===== src/rtl/cpu_ctrl_pkg.sv =====
`default_nettype none
// +----------------------------------------------------------------------+
// | Module  : cpu_ctrl_pkg                                               |
// | Purpose : Shared constants and types for the hardwired control unit: |
// |           opcodes, ALU operation codes, instruction classes and FSM  |
// |           state encodings.                                           |
// | Ports   : none (package)                                             |
// | Rev     : 1.0  initial release                                       |
// +----------------------------------------------------------------------+
package cpu_ctrl_pkg;

  // Opcodes (IR[31:27])
  localparam logic [4:0] c_OP_LD      = 5'b00000;
  localparam logic [4:0] c_OP_LDI     = 5'b00001;
  localparam logic [4:0] c_OP_ST      = 5'b00010;
  localparam logic [4:0] c_OP_ALUR_LO = 5'b00011;
  localparam logic [4:0] c_OP_ALUR_HI = 5'b01011;
  localparam logic [4:0] c_OP_ADDI    = 5'b01100;
  localparam logic [4:0] c_OP_ANDI    = 5'b01101;
  localparam logic [4:0] c_OP_ORI     = 5'b01110;
  localparam logic [4:0] c_OP_MUL     = 5'b10000;
  localparam logic [4:0] c_OP_DIV     = 5'b10001;
  localparam logic [4:0] c_OP_NOP     = 5'b11010;
  localparam logic [4:0] c_OP_HALT    = 5'b11011;

  // ALU operation codes
  localparam logic [4:0] c_ALU_NONE = 5'b00000;
  localparam logic [4:0] c_ALU_AND  = 5'b00011;
  localparam logic [4:0] c_ALU_OR   = 5'b00100;
  localparam logic [4:0] c_ALU_ADD  = 5'b00101;
  localparam logic [4:0] c_ALU_SUB  = 5'b00110;
  localparam logic [4:0] c_ALU_SHR  = 5'b00111;
  localparam logic [4:0] c_ALU_SHRA = 5'b01000;
  localparam logic [4:0] c_ALU_SHL  = 5'b01001;
  localparam logic [4:0] c_ALU_ROR  = 5'b01010;
  localparam logic [4:0] c_ALU_ROL  = 5'b01011;
  localparam logic [4:0] c_ALU_MUL  = 5'b10000;
  localparam logic [4:0] c_ALU_DIV  = 5'b10001;

  typedef enum logic [3:0] {
    CL_LD     = 4'd0,
    CL_LDI    = 4'd1,
    CL_ST     = 4'd2,
    CL_ALUR   = 4'd3,
    CL_ALUI   = 4'd4,
    CL_MULDIV = 4'd5,
    CL_NOP    = 4'd6,
    CL_HALT   = 4'd7,
    CL_ILL    = 4'd8
  } instr_class_e;

  typedef enum logic [4:0] {
    S_RST   = 5'd0,
    S_T0    = 5'd1,
    S_T1    = 5'd2,
    S_T2    = 5'd3,
    S_T3    = 5'd4,
    S_T4    = 5'd5,
    S_T5    = 5'd6,
    S_T6    = 5'd7,
    S_T7    = 5'd8,
    S_PAUSE = 5'd9,
    S_HALT  = 5'd10
  } state_e;

  // Classes whose operand address comes from Rb + constant (BAout path)
  function automatic logic is_mem_class(input instr_class_e cls);
    return (cls == CL_LD) || (cls == CL_LDI) || (cls == CL_ST);
  endfunction

endpackage
`default_nettype wire


===== src/rtl/ctrl_decode.sv =====
`default_nettype none
// +----------------------------------------------------------------------+
// | Module  : ctrl_decode                                                |
// | Purpose : Combinational opcode decoder: instruction class and the    |
// |           ALU operation to present during execute.                   |
// | Ports   : i_opcode [OPW] in  - IR opcode field                       |
// |           o_cls         out - instruction class                      |
// |           o_alu_op [5]  out - ALU operation code                     |
// | Rev     : 1.0  initial release                                       |
// +----------------------------------------------------------------------+
module ctrl_decode
  import cpu_ctrl_pkg::*;
#(
  parameter int OPW = 5
) (
  input  logic [OPW-1:0] i_opcode,
  output instr_class_e   o_cls,
  output logic [4:0]     o_alu_op
);

  always_comb begin
    o_cls    = CL_ILL;
    o_alu_op = c_ALU_NONE;
    if ((i_opcode >= c_OP_ALUR_LO) && (i_opcode <= c_OP_ALUR_HI)) begin
      // R-type opcodes double as their own ALU operation code
      o_cls    = CL_ALUR;
      o_alu_op = i_opcode;
    end else begin
      case (i_opcode)
        c_OP_LD:   begin o_cls = CL_LD;     o_alu_op = c_ALU_ADD; end
        c_OP_LDI:  begin o_cls = CL_LDI;    o_alu_op = c_ALU_ADD; end
        c_OP_ST:   begin o_cls = CL_ST;     o_alu_op = c_ALU_ADD; end
        c_OP_ADDI: begin o_cls = CL_ALUI;   o_alu_op = c_ALU_ADD; end
        c_OP_ANDI: begin o_cls = CL_ALUI;   o_alu_op = c_ALU_AND; end
        c_OP_ORI:  begin o_cls = CL_ALUI;   o_alu_op = c_ALU_OR;  end
        c_OP_MUL:  begin o_cls = CL_MULDIV; o_alu_op = c_ALU_MUL; end
        c_OP_DIV:  begin o_cls = CL_MULDIV; o_alu_op = c_ALU_DIV; end
        c_OP_NOP:  o_cls = CL_NOP;
        c_OP_HALT: o_cls = CL_HALT;
        default:   o_cls = CL_ILL;
      endcase
    end
  end

endmodule
`default_nettype wire


===== src/rtl/ctrl_sequencer.sv =====
`default_nettype none
// +----------------------------------------------------------------------+
// | Module  : ctrl_sequencer                                             |
// | Purpose : Hardwired control unit for the single-bus datapath. Runs   |
// |           fetch (T0-T2) and execute (T3-T7), one state per clock.    |
// | Ports   : clock, clear (sync active-low) ; IR[32] ; mem_ready ; stop |
// |           PC/MAR/MDR/IR/Y/Z/HI/LO strobes, register-select strobes,  |
// |           operation[5], run, illegal, state[5] (debug)               |
// | Rev     : 1.0  initial release                                       |
// +----------------------------------------------------------------------+
module ctrl_sequencer
  import cpu_ctrl_pkg::*;
#(
  parameter int OPW = 5
) (
  input  logic        clock,
  input  logic        clear,
  input  logic [31:0] IR,
  input  logic        mem_ready,
  input  logic        stop,
  output logic        PCout,
  output logic        PCin,
  output logic        IncPC,
  output logic        MARin,
  output logic        MDRin,
  output logic        MDRout,
  output logic        read,
  output logic        write,
  output logic        IRin,
  output logic        Yin,
  output logic        Zlowin,
  output logic        Zhighin,
  output logic        ZLOout,
  output logic        ZHIout,
  output logic        HIin,
  output logic        LOin,
  output logic        Gra,
  output logic        Grb,
  output logic        Grc,
  output logic        Rin,
  output logic        Rout,
  output logic        BAout,
  output logic        Cout,
  output logic [4:0]  operation,
  output logic        run,
  output logic        illegal,
  output logic [4:0]  state
);

  state_e       r_state;
  state_e       w_next;
  state_e       w_inst_end;
  instr_class_e w_cls;
  logic [4:0]   w_alu_op;
  logic         w_unused_ir;

  // Register fields are consumed by the datapath's select logic, not here
  assign w_unused_ir = ^IR[31-OPW:0];

  ctrl_decode #(.OPW(OPW)) u_decode (
    .i_opcode (IR[31 -: OPW]),
    .o_cls    (w_cls),
    .o_alu_op (w_alu_op)
  );

  assign w_inst_end = stop ? S_PAUSE : S_T0;
  assign state      = r_state;

  always_comb begin
    w_next = r_state;
    case (r_state)
      S_RST:   w_next = stop ? S_PAUSE : S_T0;
      S_T0:    w_next = S_T1;
      S_T1:    w_next = mem_ready ? S_T2 : S_T1;
      S_T2:    w_next = S_T3;
      S_T3: begin
        if (w_cls == CL_HALT)                            w_next = S_HALT;
        else if ((w_cls == CL_NOP) || (w_cls == CL_ILL)) w_next = w_inst_end;
        else                                             w_next = S_T4;
      end
      S_T4:    w_next = S_T5;
      S_T5: begin
        if ((w_cls == CL_LD) || (w_cls == CL_ST) || (w_cls == CL_MULDIV)) w_next = S_T6;
        else                                                               w_next = w_inst_end;
      end
      S_T6: begin
        if (w_cls == CL_MULDIV)  w_next = w_inst_end;
        else if (w_cls == CL_ST) w_next = S_T7;
        else                     w_next = mem_ready ? S_T7 : S_T6;
      end
      S_T7: begin
        if ((w_cls == CL_ST) && !mem_ready) w_next = S_T7;
        else                                w_next = w_inst_end;
      end
      S_PAUSE: w_next = stop ? S_PAUSE : S_T0;
      S_HALT:  w_next = S_HALT;
      default: w_next = S_RST;
    endcase
  end

  always_ff @(posedge clock) begin
    if (!clear) r_state <= S_RST;
    else        r_state <= w_next;
  end

  // Strobes follow the registered state. The class comes from IR, which the
  // datapath loads at the end of T2, so it is only consulted from T3 onward.
  always_comb begin
    {PCout, PCin, IncPC, MARin, MDRin, MDRout, read, write, IRin, Yin,
     Zlowin, Zhighin, ZLOout, ZHIout, HIin, LOin, Gra, Grb, Grc, Rin,
     Rout, BAout, Cout, illegal} = '0;
    operation = c_ALU_NONE;
    run       = 1'b1;
    case (r_state)
      S_T0: begin PCout = 1'b1; MARin = 1'b1; IncPC = 1'b1; Zlowin = 1'b1; end
      S_T1: begin ZLOout = 1'b1; PCin = 1'b1; read = 1'b1; MDRin = 1'b1; end
      S_T2: begin MDRout = 1'b1; IRin = 1'b1; end
      S_T3: begin
        case (w_cls)
          CL_NOP, CL_HALT: ;
          CL_ILL:  illegal = 1'b1;
          default: begin
            Grb   = 1'b1;
            Yin   = 1'b1;
            BAout = is_mem_class(w_cls);
            Rout  = !is_mem_class(w_cls);
          end
        endcase
      end
      S_T4: begin
        operation = w_alu_op;
        Zlowin    = 1'b1;
        if ((w_cls == CL_ALUR) || (w_cls == CL_MULDIV)) begin
          Grc     = 1'b1;
          Rout    = 1'b1;
          Zhighin = (w_cls == CL_MULDIV);
        end else begin
          Cout = 1'b1;
        end
      end
      S_T5: begin
        operation = w_alu_op;
        ZLOout    = 1'b1;
        if ((w_cls == CL_LD) || (w_cls == CL_ST)) MARin = 1'b1;
        else if (w_cls == CL_MULDIV)              LOin  = 1'b1;
        else begin Gra = 1'b1; Rin = 1'b1; end
      end
      S_T6: begin
        operation = w_alu_op;
        if (w_cls == CL_MULDIV)  begin ZHIout = 1'b1; HIin = 1'b1; end
        else if (w_cls == CL_ST) begin Gra = 1'b1; Rout = 1'b1; MDRin = 1'b1; end
        else                     begin read = 1'b1; MDRin = 1'b1; end
      end
      S_T7: begin
        operation = w_alu_op;
        if (w_cls == CL_ST) write = 1'b1;
        else begin MDRout = 1'b1; Gra = 1'b1; Rin = 1'b1; end
      end
      default: run = 1'b0;
    endcase
  end

endmodule
`default_nettype wire


===== config.mk =====
export PLATFORM = sky130hd
export DESIGN_NAME = ctrl_sequencer
export DESIGN_NICKNAME = d
export VERILOG_FILES = /design/src/rtl/cpu_ctrl_pkg.sv /design/src/rtl/ctrl_decode.sv /design/src/rtl/ctrl_sequencer.sv
export SDC_FILE = /design/constraint.sdc
export NUM_CORES = 1
export LEC_CHECK = 0
export BUFFER_PORTS_ARGS = -buffer_cell sky130_fd_sc_hd__buf_2
export CAP_MARGIN = 20
export CORE_UTILIZATION = 36
export CTS_BUF_LIST = sky130_fd_sc_hd__clkbuf_8 sky130_fd_sc_hd__clkbuf_16
export DETAILED_ROUTE_END_ITERATION = 8
export HOLD_SLACK_MARGIN = 0.12
export PLACE_DENSITY = 0.8
export SETUP_SLACK_MARGIN = 0.2
export SLEW_MARGIN = 25
export SYNTH_ARGS = -nofsm -noshare
export SYNTH_HDL_FRONTEND = slang
export SYNTH_SLANG_ARGS = --single-unit
export TNS_END_PERCENT = 100

===== constraint.sdc =====
create_clock -name clock -period 1.8 [get_ports clock]
set_clock_uncertainty 0.1 [all_clocks]
set_input_delay 0.18 -clock clock [delete_from_list [all_inputs] [get_ports clock]]
set_output_delay 0.18 -clock clock [all_outputs]
set_load 0.1 [all_outputs]

==> metrics, run 1 <==
Yosys warning count 0; total CTS buffers 3; Syn Area/Cell 6.73 sq um; Hold Buf Count CTS 0; Sink Count 4; Yosys reg bits 4; register area share after synthesis 8.44%; total nets after synthesis 177; htree depth 1; EDFF count, synth 0; I/O Buffers 42; Mapped Area 948 sq um; Final GP Congestion 0.862; Netlist cell types 54; Post-CTS Setup Bufs 18; ys flop type dfxtp_1; synth top area cells dfxtp_1 (8.4%), nor2_1 (6.3%), nand2b_1 (4.6%); initial cell density of the core 38.3%; Post-Syn Instances 141; outcome did not finish; Die Width 53.3 um; clock root buffer clkbuf_8; I/O Pins 71; Log Error [ERROR DPL-0038] Utilization greater than 100%, impossible to legalize; failing step clock tree synthesis (4_1_cts); num rows 18; top cell type by total area after synthesis dfxtp_1; Async SR Flop Fraction 0%; HPWL Detailed 3.10 mm; CTS resizes 90; Die Y 53.3 um; Yosys top cell area share 8.44%; dpl ws -0.233 ns; Max Buffers Root-to-Sink 2
-- cells by family after synthesis --
group / count (synthesis) / share of synthesized area, %
buf+inv: 28 / 14.6
xor+xnor: 2 / 1.85
other cells: 1 / 0.395
mux: 3 / 3.17
flops: 4 / 8.44
compound gates: 41 / 34.4
simple gates: 62 / 37.1
-- synthesized netlist by cell type (all sizes together) (2+ instances only) --
cell type and number:
o22ai 2, buf 11, a41oi 2, nor3 4
or2 3, clkbuf 8, nor2b 5, o41ai 2
dfxtp 4, inv 9, nand3 2, nor2 16
a21oi 6, mux2i 3, nand2 10, nand2b 7
a22oi 3, nand4 2, a31oi 4, or4b 3
o21ai 7, o22a 2
-- metrics by stage --
| step | cell area, sq um | hold slack (ns) | util [%] | std cells |
|---|---|---|---|---|
| detailed placement | 1930 | 0.481 | 78.0 | 232 |
| global placement | 1930 | 0.460 | 78.0 | 232 |
| floorplan | 1180 | 0.272 | - | 141 |
==> run 2: changes to the inputs <==
--- a/config.mk
+++ b/config.mk
@@ -7,12 +7,10 @@
 export LEC_CHECK = 0
 export BUFFER_PORTS_ARGS = -buffer_cell sky130_fd_sc_hd__buf_2
 export CAP_MARGIN = 20
-export CORE_UTILIZATION = 36
-export CTS_BUF_LIST = sky130_fd_sc_hd__clkbuf_8 sky130_fd_sc_hd__clkbuf_16
+export CORE_AREA = 2 2 63 65
 export DETAILED_ROUTE_END_ITERATION = 8
-export HOLD_SLACK_MARGIN = 0.12
-export PLACE_DENSITY = 0.8
-export SETUP_SLACK_MARGIN = 0.2
+export DIE_AREA = 0 0 65 67
+export PLACE_DENSITY_LB_ADDON = 0.15
 export SLEW_MARGIN = 25
 export SYNTH_ARGS = -nofsm -noshare
 export SYNTH_HDL_FRONTEND = slang
==> constraint.sdc (replaced) <==
create_clock -name clock -period 2.3 [get_ports clock]
set_clock_uncertainty 0.1 [all_clocks]
set_input_delay 0.23 -clock clock [delete_from_list [all_inputs] [get_ports clock]]
set_output_delay 0.23 -clock clock [all_outputs]
set_load 0.1 [all_outputs]
==> metrics, run 2 <==
synth top area cells dfxtp_1 (8.4%), nor2_1 (6.3%), nand2b_1 (4.6%); Data arrival, critical path 1.94 ns; Final Max Tran Viols 0; vias in the first global route 1186; largest net degree at the start of global routing 19; # DRC 0; Setup crit start kind flop; Reg2Reg Setup Slack 0.59 ns; Fin Hold WS 0.274 ns; cell with the most instances after synthesis nor2_1; Syn Area/Cell 6.73 sq um; initial antenna violation count 0; CP max stage cell or4b_4; RSZ-0062 raised after global routing true; Post-Syn Instances 141; CP delay by family, top simple AND/OR/NAND/NOR gates; register area share after synthesis 8.44%; max-cap viol count 0; Die ar. 0.00436 sq mm; total gr overflow 0; Worst R2R Path Depth 6; routed vias/inst 5.16; Total Routing Usage GR 15.7%; Iter 0 DRT Violations 24; Hold Crit Class input pin to flop; Avg WL per Cell 13.7 um; total CTS buffers 3; worst vdd ir 0.000551 V; Final Hold Viols 0; Worst Setup End Kind output pin; Area Overhead vs Synth 81.5%; Post-DRT Antenna Nets 0; Detailed Route WL 3.25 mm; Sink Count 4; Yosys top cell area share 8.44%; I/O Buffers 42; post-layout min period 2.27 ns; CP Buf/Inv Count 2; cell depth of the worst setup path 6; total power divided by cell area 801 mW/mm^2; most frequent cells in the layout buf_2 (26), buf_4 (19), buf_12 (16); top cell type by total area after synthesis dfxtp_1; initial cell density of the core 26.3%; Worst Tran Pin Value 0.586 ns; num rows 22; CTS tree done; Die Width 65 um; total nets after synthesis 177; htree depth 1; Netlist cell types 54; Clock Latency Late Sink 0.22 ns; met2 WL 1.63 mm; ANT cells 0; first-pass GRT wire length 5.51 mm; clock root buffer clkbuf_8; routed wl met3 213 um; FMAX 0.441 GHz; LEAKAGE 0.730 nW; Fillers 352; Final GP Congestion 0.858; layout cells sized above 1 54.0%; Mapped Area 948 sq um; HPWL Detailed 2.53 mm; commonest non-fill, non-tap cell in the layout buf_2; drt pass-1 iters 4; Final nets 226; outcome complete, no violations; Power Total 1.38 mW; Async SR Flop Fraction 0%; Critical Path Fanout Max 4; max reg flops 4; worst hold stages 3; Setup TNS Final 0 ns; Setup violations, final 0; Max transition margin 60.5%; Yosys reg bits 4; worst path cell trace or4b_4 > a21boi_4 > or2_4 > buf_12 > nor2b_4 > buf_12; Yosys warning count 0; CP most frequent cell buf_12; DR vias 1222; WS Path Type flop to output pin; core region area 0.00361 sq mm; Hold Buf Count CTS 0; EDFF count, synth 0; Max Buffers Root-to-Sink 2; top routing layer used met3; Max stage delay on crit path 0.53 ns; Crit path required time 1.97 ns; top cells by count, synth nor2_1 (16), nand2_1 (10), inv_1 (9); Die Y 67 um; wl on met1 1.41 mm; I/O Pins 71; ys flop type dfxtp_1; Final Cycle Share 98.5%; CTS clock-pin slew for the worst setup and hold paths 0.04 ns
-- run 2: path summary, 6_finish.rpt --
| path | start | endpoint |
|---|---|---|
| max | state[1] | operation[3] |
| min | mem_ready | state[0] |
| max reg2reg | state[2] | state[2] |
| min reg2reg | state[1] | state[3] |
-- run 2: area by class of cell --
class / instances / area [sq um] / area share (%)
inverters: 9 / 33.8 / 1.96
clock buffers: 4 / 45.0 / 2.62
flip-flops and latches: 4 / 92.6 / 5.38
repair buffers: 63 / 629 / 36.6
well taps: 48 / 60.1 / 3.49
multi-input cells: 109 / 861 / 50.0
-- run 2: cell families (layout without fill, tap and decap cells) --
logic type / count (synthesis) / count (layout) / share of synthesized area (%)
muxes: 3 / 3 / 3.17
xor gates and xnor gates: 2 / 2 / 1.85
DFF: 4 / 4 / 8.44
other: 1 / 1 / 0.395
and+or+nand+nor: 62 / 62 / 37.1
AOI/OAI and AO/OA: 41 / 41 / 34.4
buffers and inverters: 28 / 76 / 14.6
-- run 2: timing repair --
action | 4_1_cts | 5_1_grt
pin swaps | 3 | 3
gates resized for setup | 0 | 3
endpoints found under the setup margin | 1 | 4
setup buffers | 7 | 1
-- run 2: tightest hold or removal path, delay by kind of cell --
| kind | cells | cell delay [ns] |
|---|---|---|
| AO/OA/AOI/OAI | 2 | 0.21 |
| buffers and inverters | 1 | 0.11 |
-- run 2: metrics by stage --
stage / utilization, % / cells / worst slack (ns) / instance area (sq um)
3_3_place_gp: 44.1 / 225 / 0.0757 / 1590
2_1_floorplan: - / 141 / -1.12 / 1090
6_report: 47.7 / 237 / 0.0340 / 1720
3_5_place_dp: 44.1 / 225 / 0.0709 / 1590
4_1_cts: 47.2 / 236 / -0.00479 / 1700
5_1_grt: 47.7 / 237 / -0.0215 / 1720
-- run 2: routing by layer --
metal,track usage (%),vias to the layer above
met5,0,-
met4,2.66,0
met3,2.36,0
met2,28.1,47
met1,20.1,579
li1,-,596
-- run 2: where the power goes --
part | internal [mW] | switching (mW) | total [mW] | leakage, nW
logic | 0.280 | 0.834 | 1.11 | 0.672
registers | 0.0885 | 0.0172 | 0.106 | 0.0353
clock network | 0.119 | 0.0412 | 0.160 | 0.0228
total | 0.487 | 0.892 | 1.38 | 0.730
Power figures use the tool's default switching activity.
==> run 3: changes to the inputs <==
==> constraint.sdc (replaced) <==
create_clock -name clock -period 2.8 [get_ports clock]
set_clock_uncertainty 0.1 [all_clocks]
set_input_delay 0.28 -clock clock [delete_from_list [all_inputs] [get_ports clock]]
set_output_delay 0.28 -clock clock [all_outputs]
set_load 0.1 [all_outputs]
==> metrics, run 3 (synthesis gave the netlist of run 2 again) <==
FMAX 0.377 GHz; Die Width 65 um; largest net degree at the start of global routing 22; RR Startpoint state[0]; Final Hold Viols 0; Crit path required time 2.42 ns; Total Routing Usage GR 13.5%; worst path cell trace or4b_4 > a21boi_4 > or2_4 > a211oi_4 > buf_2; CTS tree done; htree depth 1; DR vias 1078; Max Buffers Root-to-Sink 2; Die ar. 0.00436 sq mm; Setup crit start kind flop; max-cap viol count 0; Final GP Congestion 0.781; clock root buffer clkbuf_8; LEAKAGE 0.576 nW; multi-input combinational cell area 788 sq um; routed vias/inst 4.97; CTS clock-pin slew for the worst setup and hold paths 0.04 ns; post-layout min period 2.65 ns; Post-DRT Antenna Nets 0; core region area 0.00361 sq mm; Detailed Route WL 2.93 mm; total power divided by cell area 819 mW/mm^2; final worst slack 0.150 ns; # DRC 0; first-pass GRT wire length 4.66 mm; Hold Buf Count CTS 0; Worst Tran Pin Value 0.582 ns; Avg WL per Cell 13.5 um; Final Cycle Share 94.6%; max reg flops 4; Final Max Tran Viols 0; Iter 0 DRT Violations 39; ANT cells 0; total CTS buffers 3; WS Path Type flop to output pin; HPWL Detailed 2.21 mm; worst vdd ir 0.000363 V; initial cell density of the core 26.3%; Max stage delay on crit path 0.53 ns; Data arrival, critical path 2.27 ns; layout cells sized above 1 44.4%; RSZ-0062 raised after global routing false; Fillers 418; Post-CTS Setup Bufs 0; sequential cell area 92.6 sq um; total gr overflow 0; dpl ws 0.335 ns; Die Y 67 um; Hold Crit Class input pin to flop; vias in the first global route 963; critical path startpoint state[3]; Sink Count 4; Power Total 1.01 mW; Final nets 206; CTS resizes 0; Critical Path Fanout Max 16; CP max stage cell or4b_4; initial antenna violation count 0; min-delay src mem_ready; Max transition margin 60.8%; Fin Hold WS 0.323 ns; I/O Pins 71; outcome complete, no violations; Setup violations, final 0; Area Overhead vs Synth 30.5%; most frequent cells in the layout buf_2 (42), nand2_1 (10), nor2_1 (9), inv_1 (9); drt pass-1 iters 4; Clock Latency Late Sink 0.22 ns; Setup TNS Final 0 ns; num rows 22; Worst Setup End Kind output pin; commonest non-fill, non-tap cell in the layout buf_2; I/O Buffers 42
[run 3: metal layers]
layer,GRT usage (%),routed length (um),share of wire (%),up-vias
li1,-,-,-,559
met1,18.6,1460,50,493
met2,22.0,1360,46,22
met3,1.35,94,3.2,4
met4,3.99,12,0.41,0
met5,0,0,0,-
[run 3: final cells by class]
| class | count | area share, % |
|---|---|---|
| clock buffers | 4 | 3.64 |
| inverters | 9 | 2.73 |
| multi-input cells | 109 | 63.7 |
| flip-flops and latches | 4 | 7.48 |
| well taps | 48 | 4.85 |
| repair buffers | 43 | 17.6 |
[run 3: metrics by stage]
step | utilization, % | cell area (sq um) | cells
after floorplan | - | 1020 | 141
after global placement | 33.1 | 1190 | 213
after detailed placement | 33.1 | 1190 | 213
after CTS | 34.3 | 1240 | 217
after global routing | 34.3 | 1240 | 217
final | 34.3 | 1240 | 217
[run 3: path summary, 6_finish.rpt]
path	end	slack, ns	cells after the start
max reg2reg	state[2]	1.07	4
min	state[0]	0.32	3
min reg2reg	state[1]	0.60	2
max	operation[2]	0.15	5
[run 3: worst max-delay path, delay by kind of cell (launching register included)]
| family | cells | cell delay [ns] |
|---|---|---|
| and+or+nand+nor | 2 | 0.79 |
| DFF | 1 | 0.50 |
| buffers and inverters | 1 | 0.45 |
| AOI/OAI and AO/OA | 2 | 0.31 |
[run 3: where the power goes]
group	leakage (nW)	internal, mW	total, mW	switching (mW)
registers	0.0353	0.0733	0.127	0.0534
logic	0.518	0.143	0.752	0.609
clock network	0.0228	0.0978	0.134	0.0365
